**src/rtl/timer_bank_pkg.sv**
```systemverilog
`default_nettype none
// ============================================================================
// timer_bank_pkg : register map, CFG bit positions and channel register enums
// Revision       : 1.0
// ============================================================================
package timer_bank_pkg;

  localparam logic [31:0] OFF_CTRL       = 32'h00;
  localparam logic [31:0] OFF_PRESCALE   = 32'h04;
  localparam logic [31:0] OFF_IRQ_STATUS = 32'h08;
  localparam logic [31:0] OFF_IRQ_ENABLE = 32'h0C;
  localparam logic [31:0] CH_BASE        = 32'h10;
  localparam logic [31:0] CH_STRIDE      = 32'h10;

  localparam int CFG_EN  = 0;
  localparam int CFG_PER = 1;

  localparam int PRESCALE_W = 16;

  typedef enum logic [3:0] {
    CH_REG_CNT = 4'h0,
    CH_REG_CMP = 4'h4,
    CH_REG_CFG = 4'h8
  } ch_reg_e;

endpackage
`default_nettype wire

```
**src/rtl/timer_bank_if.sv**
```systemverilog
`default_nettype none
// ============================================================================
// timer_bank_if : CPU register bus (address, write data, byte enables, read, irq)
// Revision      : 1.0
// ============================================================================
interface timer_bank_if;

  logic [31:0] addr;
  logic [31:0] wdata;
  logic [3:0]  we;
  logic [31:0] rdata;
  logic        irq;

  modport master (
    output addr,
    output wdata,
    output we,
    input  rdata,
    input  irq
  );

  modport slave (
    input  addr,
    input  wdata,
    input  we,
    output rdata,
    output irq
  );

endinterface
`default_nettype wire

```
**src/rtl/timer_bank_channel.sv**
```systemverilog
`default_nettype none
// ============================================================================
// timer_channel : one compare channel holding CNT, CMP and CFG; pulses on match
// Revision      : 1.0
// ============================================================================
module timer_channel
  import timer_bank_pkg::*;
#(
  parameter int CNT_W = 32
) (
  input  logic             clk,
  input  logic             rstn,
  input  logic             tick_i,
  input  logic [CNT_W-1:0] wdata_i,
  input  logic [1:0]       cfg_wdata_i,
  input  logic             cnt_we_i,
  input  logic             cmp_we_i,
  input  logic             cfg_we_i,
  output logic [CNT_W-1:0] cnt_o,
  output logic [CNT_W-1:0] cmp_o,
  output logic [1:0]       cfg_o,
  output logic             match_o
);

  logic [CNT_W-1:0] cnt_q, cnt_d;
  logic [CNT_W-1:0] cmp_q, cmp_d;
  logic [1:0]       cfg_q, cfg_d;
  logic             w_sw_wr;
  logic             w_active;

  // Any software access to this channel wins over the tick update.
  assign w_sw_wr  = cnt_we_i | cmp_we_i | cfg_we_i;
  assign w_active = tick_i & cfg_q[CFG_EN] & ~w_sw_wr;
  assign match_o  = w_active & (cnt_q == cmp_q);

  always_comb begin
    cnt_d = cnt_q;
    cmp_d = cmp_q;
    cfg_d = cfg_q;
    if (cnt_we_i) cnt_d = wdata_i;
    if (cmp_we_i) cmp_d = wdata_i;
    if (cfg_we_i) cfg_d = cfg_wdata_i;
    if (w_active) begin
      if (cnt_q == cmp_q) begin
        cnt_d = '0;
        if (!cfg_q[CFG_PER]) cfg_d[CFG_EN] = 1'b0;
      end else begin
        cnt_d = cnt_q + CNT_W'(1);
      end
    end
  end

  always_ff @(posedge clk) begin
    if (!rstn) begin
      cnt_q <= '0;
      cmp_q <= '0;
      cfg_q <= '0;
    end else begin
      cnt_q <= cnt_d;
      cmp_q <= cmp_d;
      cfg_q <= cfg_d;
    end
  end

  assign cnt_o = cnt_q;
  assign cmp_o = cmp_q;
  assign cfg_o = cfg_q;

endmodule
`default_nettype wire

```
**src/rtl/timer_bank.sv**
```systemverilog
`default_nettype none
// ============================================================================
// timer_bank : prescaled multi-channel compare timer with W1C interrupt status
// Revision   : 1.0
// ============================================================================
module timer_bank
  import timer_bank_pkg::*;
#(
  parameter int          NUM_CH    = 4,
  parameter int          CNT_W     = 32,
  parameter logic [31:0] BASE_ADDR = 32'h20040
) (
  input  logic        clk,
  input  logic        rstn,
  timer_bank_if.slave bus
);

  logic [31:0]           w_off;
  logic [31:0]           w_ch_rel;
  logic [3:0]            w_sub;
  logic                  w_in_win;
  logic                  w_wr;
  logic                  w_sel_ctrl;
  logic                  w_sel_prescale;
  logic                  w_sel_status;
  logic                  w_sel_ien;
  logic                  w_tick;
  logic [NUM_CH-1:0]     w_ch_hit;
  logic [NUM_CH-1:0]     w_match;
  logic [CNT_W-1:0]      w_cnt [NUM_CH];
  logic [CNT_W-1:0]      w_cmp [NUM_CH];
  logic [1:0]            w_cfg [NUM_CH];
  logic [31:0]           w_rdata;

  logic                  ctrl_q, ctrl_d;
  logic [PRESCALE_W-1:0] prescale_q, prescale_d;
  logic [PRESCALE_W-1:0] pcnt_q, pcnt_d;
  logic [NUM_CH-1:0]     status_q, status_d;
  logic [NUM_CH-1:0]     ien_q, ien_d;
  logic                  irq_q, irq_d;

  // Only word-aligned addresses at or above the base can hit a register.
  assign w_off    = bus.addr - BASE_ADDR;
  assign w_in_win = (bus.addr >= BASE_ADDR) && (bus.addr[1:0] == 2'b00);
  assign w_wr     = (bus.we == 4'hf);
  assign w_ch_rel = w_off - CH_BASE;
  assign w_sub    = w_ch_rel[3:0];

  assign w_sel_ctrl     = w_in_win && (w_off == OFF_CTRL);
  assign w_sel_prescale = w_in_win && (w_off == OFF_PRESCALE);
  assign w_sel_status   = w_in_win && (w_off == OFF_IRQ_STATUS);
  assign w_sel_ien      = w_in_win && (w_off == OFF_IRQ_ENABLE);

  assign w_tick = ctrl_q && (pcnt_q == prescale_q);

  for (genvar i = 0; i < NUM_CH; i++) begin : g_ch
    localparam logic [31:0] c_ch_lo = CH_STRIDE * 32'(i);

    assign w_ch_hit[i] = w_in_win && (w_off >= CH_BASE) &&
                         (w_ch_rel >= c_ch_lo) && (w_ch_rel < c_ch_lo + CH_STRIDE);

    timer_channel #(
      .CNT_W (CNT_W)
    ) u_ch (
      .clk         (clk),
      .rstn        (rstn),
      .tick_i      (w_tick),
      .wdata_i     (bus.wdata[CNT_W-1:0]),
      .cfg_wdata_i (bus.wdata[1:0]),
      .cnt_we_i    (w_wr && w_ch_hit[i] && (w_sub == CH_REG_CNT)),
      .cmp_we_i    (w_wr && w_ch_hit[i] && (w_sub == CH_REG_CMP)),
      .cfg_we_i    (w_wr && w_ch_hit[i] && (w_sub == CH_REG_CFG)),
      .cnt_o       (w_cnt[i]),
      .cmp_o       (w_cmp[i]),
      .cfg_o       (w_cfg[i]),
      .match_o     (w_match[i])
    );
  end

  always_comb begin
    ctrl_d     = ctrl_q;
    prescale_d = prescale_q;
    ien_d      = ien_q;
    status_d   = status_q;
    irq_d      = |(status_q & ien_q);

    if (w_wr && w_sel_ctrl)     ctrl_d     = bus.wdata[0];
    if (w_wr && w_sel_prescale) prescale_d = bus.wdata[PRESCALE_W-1:0];
    if (w_wr && w_sel_ien)      ien_d      = bus.wdata[NUM_CH-1:0];

    if (w_wr && w_sel_prescale)  pcnt_d = '0;
    else if (!ctrl_q || w_tick)  pcnt_d = '0;
    else                         pcnt_d = pcnt_q + PRESCALE_W'(1);

    // Hardware set is OR-ed in after the clear so it wins on collision.
    if (w_wr && w_sel_status) status_d = status_q & ~bus.wdata[NUM_CH-1:0];
    status_d = status_d | w_match;
  end

  always_ff @(posedge clk) begin
    if (!rstn) begin
      ctrl_q     <= 1'b0;
      prescale_q <= '0;
      pcnt_q     <= '0;
      status_q   <= '0;
      ien_q      <= '0;
      irq_q      <= 1'b0;
    end else begin
      ctrl_q     <= ctrl_d;
      prescale_q <= prescale_d;
      pcnt_q     <= pcnt_d;
      status_q   <= status_d;
      ien_q      <= ien_d;
      irq_q      <= irq_d;
    end
  end

  always_comb begin
    w_rdata = '0;
    if (w_sel_ctrl)     w_rdata[0]              = ctrl_q;
    if (w_sel_prescale) w_rdata[PRESCALE_W-1:0] = prescale_q;
    if (w_sel_status)   w_rdata[NUM_CH-1:0]     = status_q;
    if (w_sel_ien)      w_rdata[NUM_CH-1:0]     = ien_q;
    for (int i = 0; i < NUM_CH; i++) begin
      if (w_ch_hit[i]) begin
        case (w_sub)
          CH_REG_CNT: w_rdata[CNT_W-1:0] = w_cnt[i];
          CH_REG_CMP: w_rdata[CNT_W-1:0] = w_cmp[i];
          CH_REG_CFG: w_rdata[1:0]       = w_cfg[i];
          default:    ;
        endcase
      end
    end
  end

  assign bus.rdata = w_rdata;
  assign bus.irq   = irq_q;

endmodule
`default_nettype wire

```
**src/flat_wrapper.sv**
```systemverilog
// flat-port wrapper written by rule: the top's interface ports become plain ports
module timer_bank_flat import timer_bank_pkg::*;
#(
  parameter int          NUM_CH    = 4,
  parameter int          CNT_W     = 32,
  parameter logic [31:0] BASE_ADDR = 32'h20040
)
  (clk, rstn, bus_addr, bus_wdata, bus_we, bus_rdata, bus_irq);
  timer_bank_if bus_i ();
  input  logic clk;
  input  logic rstn;
  input wire logic [$bits(bus_i.addr)-1:0] bus_addr;
  input wire logic [$bits(bus_i.wdata)-1:0] bus_wdata;
  input wire logic [$bits(bus_i.we)-1:0] bus_we;
  output wire logic [$bits(bus_i.rdata)-1:0] bus_rdata;
  output wire logic [$bits(bus_i.irq)-1:0] bus_irq;
  assign bus_i.addr = bus_addr;
  assign bus_i.wdata = bus_wdata;
  assign bus_i.we = bus_we;
  assign bus_rdata = bus_i.rdata;
  assign bus_irq = bus_i.irq;
  timer_bank #(.NUM_CH(NUM_CH), .CNT_W(CNT_W), .BASE_ADDR(BASE_ADDR)) u_core (.clk(clk), .rstn(rstn), .bus(bus_i));
endmodule
```
**config.mk**
```make
export PLATFORM = sky130hd
export DESIGN_NAME = timer_bank_flat
export DESIGN_NICKNAME = d
export VERILOG_FILES = /design/src/rtl/timer_bank_pkg.sv /design/src/rtl/timer_bank_if.sv /design/src/rtl/timer_bank_channel.sv /design/src/rtl/timer_bank.sv /design/src/flat_wrapper.sv
export SDC_FILE = /design/constraint.sdc
export NUM_CORES = 1
export LEC_CHECK = 0
export CAP_MARGIN = 5
export CORE_UTILIZATION = 62
export CTS_CLUSTER_SIZE = 30
export DETAILED_ROUTE_END_ITERATION = 10
export PLACE_DENSITY = 0.84
export SLEW_MARGIN = 5
export SYNTH_ARGS = -nofsm -noshare
export SYNTH_HDL_FRONTEND = slang
export SYNTH_SLANG_ARGS = --single-unit
```
**constraint.sdc**
```tcl
create_clock -name clk -period 7.41 [get_ports clk]
set_input_delay 0.741 -clock clk [delete_from_list [all_inputs] [get_ports clk]]
set_output_delay 0.741 -clock clk [all_outputs]
set_load 0.005 [all_outputs]
```
Word-level counts from Yosys, hierarchy flattened
Cells that the tools add are included.

storage, ports and cells
  flip-flop bits (word level) = 306
  memory bits (writable) = 0
  memories = 0
  input bits = 70
  output and inout port bits = 33
  word-level logic and storage cells = 170
  latch bits = 0
  ROM bits = 0

operators by class
  muxes and demuxes = 45
  equality and inequality tests = 11
  shift operators = 0
  $add $sub $neg = 7
  reduce and logical (&&, ||, !) cells = 46
  div/mod/pow operators = 0
  order comparisons = 10
  bitwise gates (word level) = 29
  $mul = 0

operator list
  operator                number
  $mux 32                 16
  $pmux 30 s2             4
  $add 32x1->32 const B   4
  $eq 32x32->1            4
  $eq 32x4->1 const B     2
  $ge 32x5->1 const B     2
  $ge 32x6->1 const B     2
  $lt 32x6->1 const B     2
  $logic_and 1x1->1       35
  $eq 32x3->1 const B     1
  $ge 32x1->1 const B     1
  $ge 32x18->1 const B    1
  $logic_not 32->1        1
  $lt 32x5->1 const B     1
  $lt 32x7->1 const B     1
  $sub 32x18->32 const B  1
  $sub 32x5->32 const B   1
  $pmux 2 s3              4
  $mux 1                  17
  $add 16x1->16 const B   1
  $eq 16x16->1            1
  $mux 16                 1
  $and 1x1->1             12
  $mux 4                  3
  14 further kinds        30

Longest topological paths before layout
  depth in word-level cells = 15
  mapped depth = 18
  gate-level depth less buffers = 14

Modules after synthesis
A second synthesis with hierarchy kept.

second synthesis, totals
  cell total of the unflattened synthesis = 2602
  area total of the unflattened synthesis = 21064.0 um^2

by module, submodules not included
  module         area an instance (um^2)  times used  cells an instance  seq. area each (um^2)
  timer_channel  3678.5                   4           441                1321.3
  timer_bank     6349.8                   1           838                840.8

Worst setup path before layout
OpenSTA, ideal clock, no wires.

  path kind = input-to-output
  start = input bus_addr[7]
  end = output bus_rdata[30]
  slack = 2.381 ns
  data required time = 6.669 ns
  arrival = 4.288 ns
  buffers on the path = 3
  stages = 17
  path through = inv_1 ha_1 buf_2 nor3b_1 nand3_1 a221oi_1 and3_1 nand4_2 xor2_1 nand2_1 nor4b_1 buf_2 and3_4 nand2_4 buf_6 o221ai_1 a2bb2oi_1

on the way
  longest elaborated chain between the ends = 12
  elaborated cells on any way between the ends = 29
  those cells by class = add/sub (2); order compare (10); mux (7); reduce/logical (10)

ends and longest elaborated chain
  element                                           line                                text
  from (decl)                                       flat_wrapper.sv:12                  input wire logic [$bits(bus_i.addr)-1:0] bus_addr;
  $sub 32x18->32 or $ge 32x18->1 (tied branches)    timer_bank.sv:43, timer_bank.sv:44
  $sub 32x5->32, or another cell as far along       timer_bank.sv:46                    assign w_ch_rel = w_off - CH_BASE;
  $ge 32x1->1 or $logic_and 1x1->1 (tied branches)  timer_bank.sv:60, timer_bank.sv:59
  $logic_and 1x1->1                                 timer_bank.sv:59                    assign w_ch_hit[i] = w_in_win && (w_off >= CH_BASE) &&
  $logic_and 1x1->1                                 timer_bank.sv:60                    (w_ch_rel >= c_ch_lo) && (w_ch_rel < c_ch_lo + CH_STRIDE);
  $mux 32                                           timer_bank.sv:125                   if (w_ch_hit[i]) begin
  $pmux 30 s2                                       timer_bank.sv:126                   case (w_sub)
  $mux 32                                           timer_bank.sv:125
  $pmux 30 s2                                       timer_bank.sv:126
  $mux 32                                           timer_bank.sv:125
  $pmux 30 s2                                       timer_bank.sv:126
  $mux 32 (*)                                       timer_bank.sv:125
  to (decl)                                         flat_wrapper.sv:15                  output wire logic [$bits(bus_i.rdata)-1:0] bus_rdata;

Every way passes the cells marked *; elsewhere a longest branch is shown, timed or not.

Worst setup path after layout
  start = input bus_addr[15]
  end = output bus_rdata[2]

on the way
  longest elaborated chain between the ends = 14
  elaborated cells on any way between the ends = 39
  those cells by class = add/sub (2); order compare (10); eq/ne (3); mux (11); reduce/logical (13)

ends and longest elaborated chain
  element                                                                  line
  parallel branches: the longest is 13 deep, another holds $sub 32x18->32  n/a
  $mux 32 (*)                                                              timer_bank.sv:125

Every way passes the cells marked *.

==> results_dict.tcl <==
set metrics [dict create \
    ant_nets 0 \
    hp-class "flop to flop" \
    wire_per_inst_um 25.7 \
    final_cell_mix "nand2_1, dfxtp_1, a21oi_1" \
    worstPathArrival_ps 6240 \
    drive_above_1_share 0.0685 \
    wl_mm 79.5 \
    synth.ff_latch_count 306 \
    final-instance-count-excl-fill 3099 \
    fin_area_um2 22600 \
    cts_tree "done" \
    synth_edf_count 0 \
    place_inst 3038 \
    synth_ff_type "dfxtp_1" \
    syn_inst 2672 \
    syn_area_um2 20400 \
    drc 0 \
    grt_usage 0.465 \
    hold_viol_final 0 \
    numCtsBuffers 36 \
    critPathKind "input port to primary output" \
    vias 21300 \
    routabilityCongestion 1.07 \
    status "complete, no violations" \
    grt_pass1_wl_mm 119 \
    portBuffers 102 \
    dpl-instance-area_um2 21400 \
    register_area_um2 6130 \
    ys_types 96 \
    dieArea_um2 33600 \
    layout_commonest_cell "nand2_1" \
    worstPathMaxFanout 22 \
    die-width_um 183 \
    cp-start-kind "input port" \
    cts_max_level 2 \
    synthToLayoutAreaGrowth_pct 10.9 \
    yosysTopAreaCell "dfxtp_1" \
    final_nets 2716 \
    std_cell_rows 66 \
    power.switching_mw 0.934 \
    seq_area_frac_synth 0.301 \
    clockPowerShare 0.491 \
    period_share 0.942 \
    intPower_mw 2.82 \
    power.share.switching 0.249 \
    clk_pin_slew_ps 60 \
    fill_cells 2656 \
    fin_skew_ps 11.3 \
    diodes 0 \
    setup.worst_path.end_class "primary output" \
    gr-total-overflow 0 \
    ctsHoldBuffers 0 \
    antenna_found_initial 2 \
    irDropWorstVdd_mv 0.192 \
    yosys-top-cells-area "dfxtp_1, nand2_1, xnor2_1, mux2i_1, a21oi_1" \
    grt_max_degree 102 \
    synth_nets 2754 \
    pwr-share-comb 0.071 \
    finish.utilization 0.696 \
    dp_hpwl_mm 56.8 \
    postSynthAreaPerCell_um2 7.63 \
    drt_pass1_iterations 6 \
    yosysWarnings 0 \
    die_y_um 183 \
    relSlewSlack 0.196 \
    clkSinkCount 306 \
    tns_ps 0 \
    cts-resized-gates 0 \
    maxSlewViolCount 0 \
    core_um2 32500 \
    cts_root_buffer "clkbuf_16" \
    post_cts_buffers 0 \
    grt_pass1_vias 19300 \
    worst_skew_pair.late_latency_ps 540 \
    pwr-share-seq 0.438 \
    maxCapViolCount 0 \
    rsz0062_at_grt "no" \
    avgViaCountPerCell 6.87 \
    worstPathRequired_ps 6670 \
    synth_top_area_frac 0.301 \
    final-setup-viol-count 0 \
    period_minus_slack_ps 6980 \
    tightest_slew_ps 1210 \
    start_util 0.628 \
    fin_total_pwr_mw 3.75 \
    p_leak_nw 7.87 \
    clockBufferDepth 3 \
    drtIter0Drc 3275 \
    max_freq_mhz 143 \
    async_reset_ff_frac 0 \
    ioPinCount 103 \
    powerDensity_nw_per_um2 166 \
    multi_input_area_um2 13300 \
]
[stage by stage]
stage	hold WS, ps	worst slack [ps]
floorplan	445	2380
global placement	462	606
detailed placement	468	373
CTS	477	359
global route	493	159
finish	478	427
[critical path: stages]
cell and delay, ps:
clkdlybuf4s50_1 480, or4_1 720, o31a_1 480, or2_1 300
nor3b_2 210, and2_1 180, o31ai_2 510, and4_4 350
and2_4 240, and2_2 360, nand3_1 320, buf_4 340
nor2_1 180, a221o_1 260, clkdlybuf4s50_1 540
[path summary, 6_finish.rpt]
| check | endpoint | from | cells past startpoint | slack (ps) |
|---|---|---|---|---|
| min reg2reg | u_core.status_q[2]$_SDFF_PN0_ | u_core.status_q[2]$_SDFF_PN0_ | 2 | 480 |
| min | u_core.status_q[2]$_SDFF_PN0_ | u_core.status_q[2]$_SDFF_PN0_ | 2 | 480 |
| max | bus_rdata[2] | bus_addr[15] | 15 | 430 |
| max reg2reg | u_core.g_ch[2].u_ch.cnt_o[29]$_SDFFE_PN0P_ | u_core.prescale_q[2]$_SDFFE_PN0P_ | 11 | 3550 |
[power groups by stage]
stage	registers, mW	clock network (mW)	logic (mW)
after floorplan	1.68	0	0.139
final	1.64	1.84	0.265
after detailed placement	1.68	0	0.253
after global routing	1.64	1.90	0.270
after global placement	1.68	0	0.252
after CTS	1.64	1.84	0.253
[synthesized netlist by cell type, drive strengths merged (39+ instances only)]
cell and number:
clkbuf 152, nor3 39, nand2 456, xnor2 186, mux2i 160, nand4 67
nand3 133, and3 57, a22oi 64, dfxtp 306, nor2 191, buf 69
a21oi 227, o21ai 67
[registers in the layout, indices dropped and copies added, names as in the netlist]
register	cells
u_core.ctrl_q	1
u_core.pcnt_q	16
u_core.ien_q	4
u_core.bus.irq	1
u_core.status_q	4
u_core.prescale_q	16
u_core.g_ch.u_ch.cmp_o	128
u_core.g_ch.u_ch.cfg_o	8
u_core.g_ch.u_ch.cnt_o	128
[per-layer routing]
metal / track usage / part of all wire / vias to the layer above
met4: 0.344 / 0.087 / 4
met2: 0.675 / 0.41 / 1522
met1: 0.591 / 0.37 / 9946
met5: 0.00444 / 0.00034 / -
met3: 0.122 / 0.13 / 377
li1: - / - / 9447
[logic make-up (layout without fill, tap and decap cells)]
logic type	after synthesis	in the layout	synth area share
mux	178	178	0.0885
flops	306	306	0.301
xor+xnor	219	219	0.0941
simple gates	1117	1117	0.266
buf+inv	253	238	0.0516
fa+ha+maj	12	12	0.00737
compound gates	587	587	0.192
[final cells by class]
type                            instances  share of cell area
Clock buffer                           49              0.0465
Clock inverter                         12             0.00637
Inverter                               32             0.00554
Multi-Input combinational cell       2113               0.587
Sequential cell                       306               0.271
Tap cell                              442              0.0245
Timing Repair Buffer                  145              0.0593
No activity file was read; power rests on OpenSTA's default activity.
